--- config.mk ---
export PLATFORM = sky130hd
export DESIGN_NAME = ec_core_zout
export DESIGN_NICKNAME = d
export VERILOG_FILES = /design/src/rtl/ec_core_zout.sv
export SDC_FILE = /design/constraint.sdc
export NUM_CORES = 2
export LEC_CHECK = 0
export CAP_MARGIN = 40
export CORE_AREA = 2 2 312 314
export CTS_CLUSTER_SIZE = 28
export DETAILED_ROUTE_END_ITERATION = 7
export DIE_AREA = 0 0 314 316
export DONT_BUFFER_PORTS = 1
export PLACE_DENSITY = 0.69
export SLEW_MARGIN = 20
export SYNTH_ARGS = -nofsm -noshare
export SYNTH_HDL_FRONTEND = slang
export SYNTH_SLANG_ARGS = --single-unit
--- constraint.sdc ---
create_clock -name clk -period 6.55 [get_ports clk]
set_input_delay 0.9825 -clock clk [delete_from_list [all_inputs] [get_ports clk]]
set_output_delay 0.9825 -clock clk [all_outputs]
set_load 0.02 [all_outputs]
--- src/rtl/ec_core_zout.sv ---
// Result read-out unit: reduces (zp - zn) mod P with word-serial subtract/correct passes,
// holds the canonical result and streams it LSW-first over a 32-bit valid/ready port.
module ec_core_zout #(
  parameter logic [255:0] P = 256'hFFFFFFFF00000001000000000000000000000000FFFFFFFFFFFFFFFFFFFFFFFF
) (
  input  logic         clk,
  input  logic         rst_n,
  input  logic         z_start,
  input  logic         z_clr,
  input  logic [255:0] ma_zp,
  input  logic [255:0] ma_zn,
  output logic         z_busy,
  output logic         z_done,
  output logic [255:0] z_out,
  output logic         rd_valid,
  output logic [31:0]  rd_data,
  output logic         rd_last,
  input  logic         rd_ready
);

  typedef enum logic [1:0] {IDLE, SUB, ADD, OUT} state_t;

  state_t        state_q, state_d;
  logic [255:0]  acc_q, acc_d;
  logic [255:0]  zn_q, zn_d;
  logic [255:0]  z_out_q, z_out_d;
  logic [3:0]    w_q, w_d;
  logic          cy_q, cy_d;
  logic          z_done_q, z_done_d;
  logic          rd_valid_q, rd_valid_d;
  logic          rd_last_q, rd_last_d;
  logic [31:0]   rd_data_q, rd_data_d;

  logic [2:0]    wi;
  logic [2:0]    wn;
  logic [7:0]    bit_base;
  logic [32:0]   diff;
  logic [32:0]   sum;

  // w counts 0..7 over the words; the extra value 8 is the settle cycle before entering OUT,
  // so z_out is loaded only after the last word has been written back into acc.
  always_comb begin
    wi       = w_q[2:0];
    wn       = wi + 3'd1;
    bit_base = {wi, 5'd0};
    diff     = {1'b0, acc_q[bit_base +: 32]} - {1'b0, zn_q[bit_base +: 32]} - {32'd0, cy_q};
    sum      = {1'b0, acc_q[bit_base +: 32]} + {1'b0, P[bit_base +: 32]} + {32'd0, cy_q};

    state_d    = state_q;
    acc_d      = acc_q;
    zn_d       = zn_q;
    z_out_d    = z_out_q;
    w_d        = w_q;
    cy_d       = cy_q;
    z_done_d   = 1'b0;
    rd_valid_d = rd_valid_q;
    rd_last_d  = rd_last_q;
    rd_data_d  = rd_data_q;

    if (z_clr) begin
      state_d    = IDLE;
      acc_d      = '0;
      zn_d       = '0;
      z_out_d    = '0;
      w_d        = '0;
      cy_d       = 1'b0;
      rd_valid_d = 1'b0;
      rd_last_d  = 1'b0;
      rd_data_d  = '0;
    end else begin
      case (state_q)
        IDLE: begin
          if (z_start) begin
            acc_d   = ma_zp;
            zn_d    = ma_zn;
            w_d     = '0;
            cy_d    = 1'b0;
            state_d = SUB;
          end
        end
        SUB, ADD: begin
          if (w_q[3]) begin
            state_d    = OUT;
            z_out_d    = acc_q;
            z_done_d   = 1'b1;
            rd_valid_d = 1'b1;
            rd_data_d  = acc_q[31:0];
            rd_last_d  = 1'b0;
            w_d        = '0;
          end else if (state_q == SUB) begin
            acc_d[bit_base +: 32] = diff[31:0];
            if (wi == 3'd7 && diff[32]) begin
              state_d = ADD;
              w_d     = '0;
              cy_d    = 1'b0;
            end else begin
              cy_d = diff[32];
              w_d  = w_q + 4'd1;
            end
          end else begin
            acc_d[bit_base +: 32] = sum[31:0];
            cy_d = sum[32];
            w_d  = w_q + 4'd1;
          end
        end
        OUT: begin
          if (rd_valid_q && rd_ready) begin
            if (wi == 3'd7) begin
              state_d    = IDLE;
              rd_valid_d = 1'b0;
              rd_last_d  = 1'b0;
              rd_data_d  = '0;
              w_d        = '0;
            end else begin
              w_d       = {1'b0, wn};
              rd_data_d = acc_q[{wn, 5'd0} +: 32];
              rd_last_d = (wn == 3'd7);
            end
          end
        end
        default: state_d = IDLE;
      endcase
    end
  end

  always_ff @(posedge clk or negedge rst_n) begin
    if (!rst_n) begin
      state_q    <= IDLE;
      acc_q      <= '0;
      zn_q       <= '0;
      z_out_q    <= '0;
      w_q        <= '0;
      cy_q       <= 1'b0;
      z_done_q   <= 1'b0;
      rd_valid_q <= 1'b0;
      rd_last_q  <= 1'b0;
      rd_data_q  <= '0;
    end else begin
      state_q    <= state_d;
      acc_q      <= acc_d;
      zn_q       <= zn_d;
      z_out_q    <= z_out_d;
      w_q        <= w_d;
      cy_q       <= cy_d;
      z_done_q   <= z_done_d;
      rd_valid_q <= rd_valid_d;
      rd_last_q  <= rd_last_d;
      rd_data_q  <= rd_data_d;
    end
  end

  assign z_busy   = (state_q != IDLE);
  assign z_done   = z_done_q;
  assign z_out    = z_out_q;
  assign rd_valid = rd_valid_q;
  assign rd_data  = rd_data_q;
  assign rd_last  = rd_last_q;

endmodule

After elaboration in Yosys (flattened, before gate mapping) --
Index checks and enable logic that the tools add are counted.
Storage, ports and cells: output and inout bits 292, input bits 517, word-level logic and storage cells 107, bits in registers 810
Operators by class: equal/unequal tests 12, multiplexer cells 53, reductions and logical operators 18, shifts and indexed selects 7, add/sub/neg operators 7
Operators by type and width (count):
- two-way mux 256 bit | 10
- variable part select 256 x 9 -> 32 bit | 3
- bitwise mux 256 bit | 2
- one-hot mux 256 bit (2 select lines) | 1
- variable part select 32 x 10 -> 256 bit | 2
- variable shift 32 x 10 -> 256 bit (first input constant) | 1
- variable part select 256 x 9 -> 32 bit (first input constant) | 1
- two-way mux 32 bit | 4
- one-hot mux 32 bit (2 select lines) | 1
- adder 32 x 32 -> 33 bit | 1
- adder 33 x 1 -> 33 bit | 1
- subtractor 32 x 32 -> 33 bit | 1
- subtractor 33 x 1 -> 33 bit | 1
- two-way mux 4 bit | 6
- two-way mux 1 bit | 16
- inequality test 3 bit (second input constant) | 5
- two-way mux 2 bit | 7
- one-hot mux 4 bit (3 select lines) | 1
- negation 8 -> 10 bit | 1
- nonzero test 2 bit | 5
- inequality test 4 bit (second input constant) | 2
- equality test 3 bit (second input constant) | 2
- one-hot mux 1 bit (2 select lines) | 3
- one-hot mux 2 bit (3 select lines) | 1
- 13 further kinds | 19

Depth between registers and ports, before layout --
word-level depth 9, mapped depth 20, mapped depth without buffers 15

Worst setup path after synthesis --
Ideal clock, no wire load.
path type reg2reg, from register w_q[0], to register acc_q[127], setup time 0.133 ns, path slack 1.827 ns, stages on the path, launching flop included 20, required time 6.417 ns, arrival time 4.590 ns, buffers on the path 4, clock period less this slack 4.723 ns, cells stage by stage dfrtp_1 buf_4 clkbuf_1 clkbuf_1 buf_2 mux4_2 nand2_1 nand2_1 ha_1 inv_1 ha_1 and2_1 a221o_1 a221o_1 nand2_1 a41o_1 o41ai_4 xor2_2 a211oi_4 o21ai_1
On the way: word-level cells in the longest chain between the ends 9, elaborated cells between the ends (all ways) 17, those cells by class 5 x add/sub; 6 x shift; 6 x mux
RTL lines:
- start: declaration | RTL line 27 | logic [3:0] w_q, w_d;
- start signal: assignment | RTL line 143 | w_q <= w_d;
- variable part select 256 x 9 -> 32 bit (on tied branches) | RTL line 46, 47
- adder 32 x 32 -> 33 bit / subtractor 32 x 32 -> 33 bit (equally long branches) | RTL line 47, 46
- adder 33 x 1 -> 33 bit / subtractor 33 x 1 -> 33 bit (equally long branches) | RTL line 47, 46
- variable part select 32 x 10 -> 256 bit (on tied branches) | RTL line 101, 91
- bitwise mux 256 bit (on tied branches) | RTL line 101, 91
- two-way mux 256 bit (*) | RTL line 90 | end else if (state_q == SUB) begin
- two-way mux 256 bit (*) | RTL line 82 | if (w_q[3]) begin
- one-hot mux 256 bit (2 select lines) (*) | RTL line 71 | case (state_q)
- two-way mux 256 bit (*) | RTL line 60 | if (z_clr) begin
- end signal: assignment | RTL line 129 | acc_q <= '0;
- end signal: assignment | RTL line 140 | acc_q <= acc_d;
- end: declaration | RTL line 24 | logic [255:0] acc_q, acc_d;
Mark *: on every way between the ends. The rest lies on a longest branch, timed or not. The select of a mux whose other input is x is not followed. A chain may end at the register's enable or synchronous reset.

Worst setup path after layout --
from register w_q[0], to register acc_q[24]
Same word-level chain as after synthesis.

==> flow_metrics.tcl <==
set metrics [dict create \
    cp-start-kind "flip-flop" \
    grt.total_usage_pct 34.4 \
    critPathMaxStageDelay_ps 950 \
    syn_area_per_cell_sq_um 10.2 \
    overflow 0 \
    rsz0062_at_grt "false" \
    n_fill_cell 8684 \
    ys_ff_latch 810 \
    required_ps 7060 \
    grt_max_degree 697 \
    clockRootBuffer "clkbuf_16" \
    drc_errors 0 \
    ff2ff_path_depth 17 \
    setup_tns_ps 0 \
    grt_pass1_wl_mm 247 \
    ys_types 80 \
    dp_hpwl_mm 128 \
    grt_pass1_vias 33600 \
    worst-path-max-fanout 34 \
    worstSetupStartpoint "w_q[0]" \
    row_count 114 \
    drv_slew 0 \
    ys.warnings.count 0 \
    worst_slew_pin_slew_ps 1240 \
    synth-seq-area-share_pct 46.9 \
    setup_viol 0 \
    gp_congestion 0.969 \
    numCtsBuffers 87 \
    r2r_start "w_q[0]" \
    area_delta_synth_final_pct 11.0 \
    r2r_setup_slack_ps 1020 \
    wl_per_cell_um 32.0 \
    synth_nets 4877 \
    clk_latency_ps 680 \
    htreeDepth 3 \
    cp_slowest_cell "dfrtp_4" \
    crit_type "flip-flop to flip-flop" \
    yosysMostFrequentCell "dfrtp_1" \
    synth_top_area_share_pct 46.9 \
    first_iter_violations 4303 \
    fin_crit_sh_pct 84.4 \
    power_density_nw_per_um2 495 \
    run_status "complete, no violations" \
    use_met3_pct 10.4 \
    relSlewSlack_pct 17.6 \
    grt_busiest_layer "met2" \
    synth_cells 4255 \
    path_cells "buf_12, mux4_2, nand2_1, and2_1, ha_1, inv_1, ha_1, o211ai_1, o21ai_1, o2111ai_1, o21ai_2, a21oi_1, o2bb2ai_1, xnor2_1, mux2i_2, buf_4, o221ai_1" \
    stdcell_area_sq_um 48000 \
    synth_edf_count 0 \
    dieHeight_um 316 \
    core_sq_um 96000 \
    clk_pin_slew_worst_paths_ps 70 \
    hold_viol_final 0 \
    wl_mm 176 \
    endpoint "acc_q[24]" \
    cap_viol_max_count 0 \
    grt_util_met2_pct 53.5 \
    max_freq_mhz 181 \
    ir_drop_mv 0.376 \
    end_kind "flip-flop" \
    clock-sinks 810 \
    crit_top_cell "ha_1" \
    yosys-top-cells-count "dfrtp_1 (810), nand2_1 (511), o21ai_0 (345)" \
    async_flop_share_pct 100 \
    placed_area_sq_um 44600 \
    grt_antenna_before_repair 58 \
    arrival_ps 6050 \
    cp.depth 17 \
    die_x_um 314 \
    cts_tree "built" \
    vias 35200 \
    cp.buffers_inverters 3 \
    fin_util_pct 50.0 \
    first_pass_iters 5 \
    finalCriticalPeriod_ps 5530 \
    io-pin-count 809 \
    post_cts_buffers 0 \
    synth.area.top_cells "dfrtp_1 (47%), mux4_2 (9.9%), a22o_1 (5.8%)" \
    layout.nets 4722 \
    ys.flop_type "dfrtp_1" \
    r2r-end "acc_q[24]" \
    start_util_pct 45.1 \
    vias_per_cell 6.42 \
    netlist_area_sq_um 43300 \
    skew_ps 43.5 \
    die-area_sq_um 99200 \
    ctsResizeCount 0 \
    cp_top_family "compound AO/OA/AOI/OAI gates" \
    leakage_uw 0.0212 \
    port_buffers 0 \
    synth_area_leader_cell "dfrtp_1" \
    grt_use_met1_pct 41.1 \
    hp-class "input port to asynchronous set/reset pin" \
    cts_buffer_depth 3 \
    drive_gt1_share_pct 11.9 \
    ant_nets 0 \
]
## through the flow
stage	instances	setup slack, ps	hold WS, ps	total power (uW)
floorplan	4255	1830	445	13200
global route	5481	730	225	24600
global placement	5264	1140	456	17900
detailed placement	5275	1060	465	18000
CTS	5435	1010	1.62	23300
finish	5489	1020	224	23800
## cell type report
cell class	instances	area, sq um	area share (%)
multi-input cells	2961	21300	44.3
flip-flops and latches	810	20300	42.2
clock buffers	122	2590	5.40
well taps	1276	1600	3.33
repair buffers	101	1150	2.39
inverters	139	522	1.09
clock inverters	35	500	1.04
diodes	45	113	0.235
## registers in the layout, indices dropped and copies added (netlist names)
register / count
state_q: 2
rd_data: 32
rd_last: 1
z_out: 256
z_done: 1
w_q: 4
acc_q: 256
rd_valid: 1
zn_q: 256
cy_q: 1
## worst min-delay path by stage
stage | startpoint | to | slack (ps) | cells past startpoint
global route | rst_n | acc_q[175] | 230 | 1
floorplan | zn_q[147] | zn_q[147] | 440 | 2
global placement | zn_q[175] | zn_q[175] | 460 | 2
detailed placement | zn_q[253] | zn_q[253] | 460 | 2
finish | rst_n | z_out[130] | 220 | 1
CTS | rst_n | acc_q[175] | 2 | 0
## cell families after synthesis
logic type / share of synthesized area, %
and+or+nand+nor: 14.3
AOI/OAI and AO/OA: 19.0
DFF: 46.9
buffers and inverters: 4.29
muxes: 11.3
adders and majority gates: 3.11
xor gates and xnor gates: 1.15
## cell usage in the layout (no fill, tap or decap), types with 110 or more instances in the layout
cell type,instances
nand2b_1,268
a21oi_1,239
nor2_1,248
a22o_1,288
inv_1,137
nand2_1,511
mux4_2,190
dfrtp_1,807
o21ai_1,110
and3_1,134
o21ai_0,345
## power breakdown
| part | total, uW | internal (uW) | leakage (uW) | switching [uW] |
|---|---|---|---|---|
| clock | 5320 | 3170 | 0.00153 | 2150 |
| sequential | 7050 | 5830 | 0.0108 | 1220 |
| combinational | 11400 | 3950 | 0.00888 | 7430 |
| total | 23800 | 13000 | 0.0212 | 10800 |
## per-layer routing
metal | wire length [um] | vias to the layer above
met4 | 14200 | 14
met3 | 19200 | 493
met5 | 88 | -
li1 | - | 15100
met2 | 79700 | 2248
met1 | 62700 | 17400
## what timing repair did
item / in CTS / in global routing
setup endpoints to repair: 0 / 0
endpoints found under the hold margin: 106 / 84
hold buffers: 3 / 2
Power figures use the tool's default switching activity.
